### src/rtl/ccmult_stream.sv
// rtl/ccmult_stream.sv - 4-stage streaming complex multiplier a*b / a*conj(b) with valid/ready backpressure
// Optional output saturation: define CCMULT_SAT_EN (otherwise two's-complement wrap, ovf tied 0).
module ccmult_stream #(
    parameter int DATA_W = 16,
    parameter int FRAC_W = 8
) (
    input  logic                     clk,
    input  logic                     rst_n,
    input  logic                     in_valid,
    output logic                     in_ready,
    input  logic signed [DATA_W-1:0] ar,
    input  logic signed [DATA_W-1:0] ai,
    input  logic signed [DATA_W-1:0] br,
    input  logic signed [DATA_W-1:0] bi,
    input  logic                     conj_b,
    output logic                     out_valid,
    input  logic                     out_ready,
    output logic signed [DATA_W-1:0] pr,
    output logic signed [DATA_W-1:0] pi,
    output logic                     ovf
);
    localparam int PW = 2 * DATA_W + 1;
    localparam int SW = 2 * DATA_W + 2;
    localparam logic signed [SW-1:0] HALF = {{(SW-1){1'b0}}, 1'b1} << (FRAC_W - 1);

    logic                     w_adv;
    logic signed [DATA_W:0]   w_bi_ext;
    logic signed [DATA_W:0]   w_bi_c;
    logic signed [PW-1:0]     w_p_rr, w_p_ii, w_p_ri, w_p_ir;
    logic signed [SW-1:0]     w_re_rnd, w_im_rnd;
    logic signed [DATA_W-1:0] w_pr_n, w_pi_n;
    logic                     w_ovf_n;

    logic                     r_v1, r_v2, r_v3;
    logic signed [PW-1:0]     r_p_rr, r_p_ii, r_p_ri, r_p_ir;
    logic signed [SW-1:0]     r_re, r_im;
    logic signed [SW-1:0]     r_sc_re, r_sc_im;

    // The whole pipeline moves as one; a stalled output freezes every stage, bubbles included.
    assign w_adv    = !out_valid || out_ready;
    assign in_ready = w_adv;

    // One extra bit so that negating the most negative bi cannot wrap.
    assign w_bi_ext = {bi[DATA_W-1], bi};
    assign w_bi_c   = conj_b ? -w_bi_ext : w_bi_ext;

    assign w_p_rr = ar * br;
    assign w_p_ii = ai * w_bi_c;
    assign w_p_ri = ar * w_bi_c;
    assign w_p_ir = ai * br;

    assign w_re_rnd = r_re + HALF;
    assign w_im_rnd = r_im + HALF;

`ifdef CCMULT_SAT_EN
    localparam logic signed [DATA_W-1:0] MAXV = {1'b0, {(DATA_W-1){1'b1}}};
    localparam logic signed [DATA_W-1:0] MINV = {1'b1, {(DATA_W-1){1'b0}}};
    logic w_re_fit, w_im_fit;

    // A value fits when every bit from the result sign upwards agrees.
    assign w_re_fit = (&r_sc_re[SW-1:DATA_W-1]) || !(|r_sc_re[SW-1:DATA_W-1]);
    assign w_im_fit = (&r_sc_im[SW-1:DATA_W-1]) || !(|r_sc_im[SW-1:DATA_W-1]);
    assign w_pr_n   = w_re_fit ? r_sc_re[DATA_W-1:0] : (r_sc_re[SW-1] ? MINV : MAXV);
    assign w_pi_n   = w_im_fit ? r_sc_im[DATA_W-1:0] : (r_sc_im[SW-1] ? MINV : MAXV);
    assign w_ovf_n  = !w_re_fit || !w_im_fit;
`else
    logic w_unused_hi;

    assign w_unused_hi = ^{r_sc_re[SW-1:DATA_W], r_sc_im[SW-1:DATA_W]};
    assign w_pr_n      = r_sc_re[DATA_W-1:0];
    assign w_pi_n      = r_sc_im[DATA_W-1:0];
    assign w_ovf_n     = 1'b0;
`endif

    always_ff @(posedge clk or negedge rst_n) begin
        if (!rst_n) begin
            r_v1      <= 1'b0;
            r_v2      <= 1'b0;
            r_v3      <= 1'b0;
            out_valid <= 1'b0;
            r_p_rr    <= '0;
            r_p_ii    <= '0;
            r_p_ri    <= '0;
            r_p_ir    <= '0;
            r_re      <= '0;
            r_im      <= '0;
            r_sc_re   <= '0;
            r_sc_im   <= '0;
            pr        <= '0;
            pi        <= '0;
            ovf       <= 1'b0;
        end else if (w_adv) begin
            r_v1      <= in_valid;
            r_p_rr    <= w_p_rr;
            r_p_ii    <= w_p_ii;
            r_p_ri    <= w_p_ri;
            r_p_ir    <= w_p_ir;

            r_v2      <= r_v1;
            r_re      <= {r_p_rr[PW-1], r_p_rr} - {r_p_ii[PW-1], r_p_ii};
            r_im      <= {r_p_ri[PW-1], r_p_ri} + {r_p_ir[PW-1], r_p_ir};

            r_v3      <= r_v2;
            r_sc_re   <= w_re_rnd >>> FRAC_W;
            r_sc_im   <= w_im_rnd >>> FRAC_W;

            out_valid <= r_v3;
            pr        <= w_pr_n;
            pi        <= w_pi_n;
            ovf       <= w_ovf_n;
        end
    end

endmodule

### config.mk
export PLATFORM = sky130hd
export DESIGN_NAME = ccmult_stream
export DESIGN_NICKNAME = d
export VERILOG_FILES = /design/src/rtl/ccmult_stream.sv
export SDC_FILE = /design/constraint.sdc
export NUM_CORES = 2
export LEC_CHECK = 0
export ABC_AREA = 1
export BUFFER_PORTS_ARGS = -buffer_cell sky130_fd_sc_hd__buf_4
export CAP_MARGIN = 15
export CORE_ASPECT_RATIO = 0.75
export CORE_MARGIN = 2
export CORE_UTILIZATION = 45
export DETAILED_ROUTE_END_ITERATION = 7
export PLACE_DENSITY = 0.63
export SYNTH_ARGS = -nofsm -noshare
export SYNTH_HDL_FRONTEND = slang
export SYNTH_SLANG_ARGS = --single-unit
### constraint.sdc
create_clock -name clk -period 1.95 [get_ports clk]
set_input_delay 0.195 -clock clk [delete_from_list [all_inputs] [get_ports clk]]
set_output_delay 0.195 -clock clk [all_outputs]
set_load 0.1 [all_outputs]
==> flow_summary.toml <==
[cells_and_area]
layout-drive-gt1-share = 0.320
multi_input_area_sq_um = 35400
final.fill_count = 7692
diodes = 0
fin_cells = 7491
fin_area_sq_um = 57900
nets = 7415
area_delta_synth_final_pct = 39.6
seq_area_sq_um = 4970

[timing]
slew_viol_final = 0
fmax_mhz = 180
fin_crit_sh = 2.84
worst_slack_ps = -3590
fin_crit_ps = 5540
tightest_slew_ps = 515
relSlewSlack = 0.656
hold_violations = 0
skew_ps = 12.6
setup_viol_count_final = 113
rsz0062_at_grt = "yes"

[synth]
synth_area_leader_cell = "fa_1"
ys_types = 51
synthFlopType = "dfrtp_1"
yosysMostFrequentCell = "inv_1"
syn_avg_cell_area_sq_um = 7.75
synth_area_sq_um = 41500
synth_common_cells = "inv_1 (1,349), nand2_1 (1,309), fa_1 (752)"
yosysWarnings = 0
ys_top_cells_by_area = "fa_1 (36%), inv_1 (12%), dfrtp_1 (12%)"
synth_async_sr_flop_share = 1.00
ys_seq_area_frac = 0.119
syn-instance-count = 5356
synth_seq_cells = 198
synth-edff-count = 0
synth_top_area_share = 0.363
synth_nets = 6518

[critical_path]
r2r_slack_ps = -280
r2r_end = "r_re[17]"
cpMostUsedCell = "fa_1"
critical-path-max-stage-delay_ps = 530
r2r_start = "r_p_ii[2]"
slowest_stage = "fa_1"
path_delay_family = "adder cells"
cp_data_arrival_time_ps = 5910
worst_setup_path_start_kind = "primary input"
critPathRequiredTime_ps = 2310
crit_path_start = "bi[0]"
endpoint_kind = "flip-flop"
reg2regPathDepth = 12
worstPathMaxFanout = 5
critPathBufInv = 7
critical_path_class = "in -> reg"

[routing]
drc = 0
vias_per_cell = 4.95
dr_total_vias = 37100
first_pass_iters = 8
wl_per_cell_microns = 18.1
dr.first_iter.drc_count = 2624
antenna_left = 0
drt_wl_total_mm = 136

[floorplanning]
fp.dieH_microns = 267
row_count = 96
pin_count = 104
die_x_microns = 355
start_util = 0.454
core_sq_um = 91400
dieArea_sq_um = 94700

[clocking]
cts_sinks = 198
cts_tree = "done"
cts_max_level = 4
clkTransAtPathRegs_ps = 90
cts_buffer_depth = 2
root_buffer = "clkbuf_16"
numCtsBuffers = 17
clk_latency_ps = 460

[min_path]
holdPathStages = 4
hold_end = "r_p_ii[0]"
hp-class = "in -> reg"
hp-start = "bi[0]"

[placed_design]
io_buffers = 102
placed_cell_area_sq_um = 52000
place_inst = 7293
gp_congestion = 0.989
dp_hpwl_mm = 112

[grt]
grt_max_degree = 134
grt_pass1_wl_mm = 214
antenna_found_initial = 1
grt_pass1_vias = 38900
grt.overflow.total = 0
grt_use_total = 0.290

[status]
violations = "setup timing"
status = "finished with violations"

[job]
drv_cap = 0
## logic make-up (layout without fill, tap and decap cells)
family	Yosys count	in the layout	synth area share
buf+inv	1574	2484	0.143
simple gates	1923	1923	0.185
flops	198	198	0.119
other cells	1	1	0.0000903
compound gates	428	428	0.0574
fa+ha+maj	1093	1093	0.465
xor+xnor	139	139	0.0293
## metal layers
| layer | routed length [microns] | GRT usage | vias to the layer above |
|---|---|---|---|
| li1 | - | - | 17500 |
| met1 | 60600 | 0.408 | 18400 |
| met2 | 62100 | 0.467 | 988 |
| met3 | 10300 | 0.0579 | 181 |
| met4 | 2820 | 0.0554 | 2 |
| met5 | 13 | 0 | - |
## timing repair
item | CTS | global route
setup buffers | 91 | 87
resized for setup | 585 | 442
gates cloned | 2 | 6
pin swaps | 280 | 279
setup endpoints to repair | 119 | 132
endpoints found under the hold margin | 42 | 0
hold buffers | 2 | 0
## cell usage in the layout, fill, tap and decap left out, types with 53 or more instances in the layout
cell type,instances
xor2_1,64
inv_1,1200
nand2_1,1141
nand2_2,103
nor2_1,282
fa_2,53
nor2_2,57
ha_1,201
buf_6,146
a21oi_1,65
nand2_4,71
buf_12,76
inv_2,133
nand3_1,87
fa_1,699
dfrtp_1,190
o21ai_1,69
buf_4,802
ha_4,131
o21ai_0,82
## registers in the layout, indices dropped and copies added (netlist names)
| register | flops |
|---|---|
| r_v3 | 1 |
| r_sc_re | 16 |
| r_v2 | 1 |
| r_p_ir | 24 |
| r_im | 17 |
| r_v1 | 1 |
| r_p_ri | 24 |
| pr | 16 |
| pi | 16 |
| r_re | 17 |
| r_p_rr | 24 |
| r_p_ii | 24 |
| r_sc_im | 16 |
| out_valid | 1 |
## final cells by class
class / instances / area share
well taps: 1225 / 0.0265
multi-input cells: 3584 / 0.611
clock inverters: 15 / 0.00242
repair buffers: 1082 / 0.176
inverters: 1368 / 0.0913
clock buffers: 17 / 0.00734
flip-flops and latches: 198 / 0.0857
repair inverters: 2 / 0.000302
## per-stage QoR
step           setup slack, ps  TNS, ps  hold WS (ps)   util
2_1_floorplan            -3590  -212560          -101      -
3_3_place_gp             -4170  -275540           161  0.569
3_5_place_dp             -4260  -280650           162  0.569
4_1_cts                  -3510  -218990          97.9  0.609
5_1_grt                  -3770  -241500           120  0.634
6_report                 -3590  -223500           129  0.634
## worst max path at each step
stage | cells after the start | endpoint | slack (ps)
finish | 32 | r_p_ii[23] | -3590
global route | 32 | r_p_ri[21] | -3770
CTS | 28 | r_p_ri[23] | -3510
detailed placement | 31 | r_p_ii[19] | -4260
global placement | 35 | r_p_ii[23] | -4170
floorplan | 32 | r_p_ii[19] | -3590
## worst register-to-register path, cell delays in order, from the launching register on
cell and delay (ps):
dfrtp_1 360, inv_1 80, ha_1 250, a21oi_1 160
nand2_2 100, a21oi_2 180, buf_4 150, o21ai_0 100
nand2_1 80, o211ai_1 140, a21oi_1 220, xor2_1 190
o21ai_0 100
Power is not shown: default switching activity piles up to over one toggle a cycle in this logic, so the estimate is an artifact.
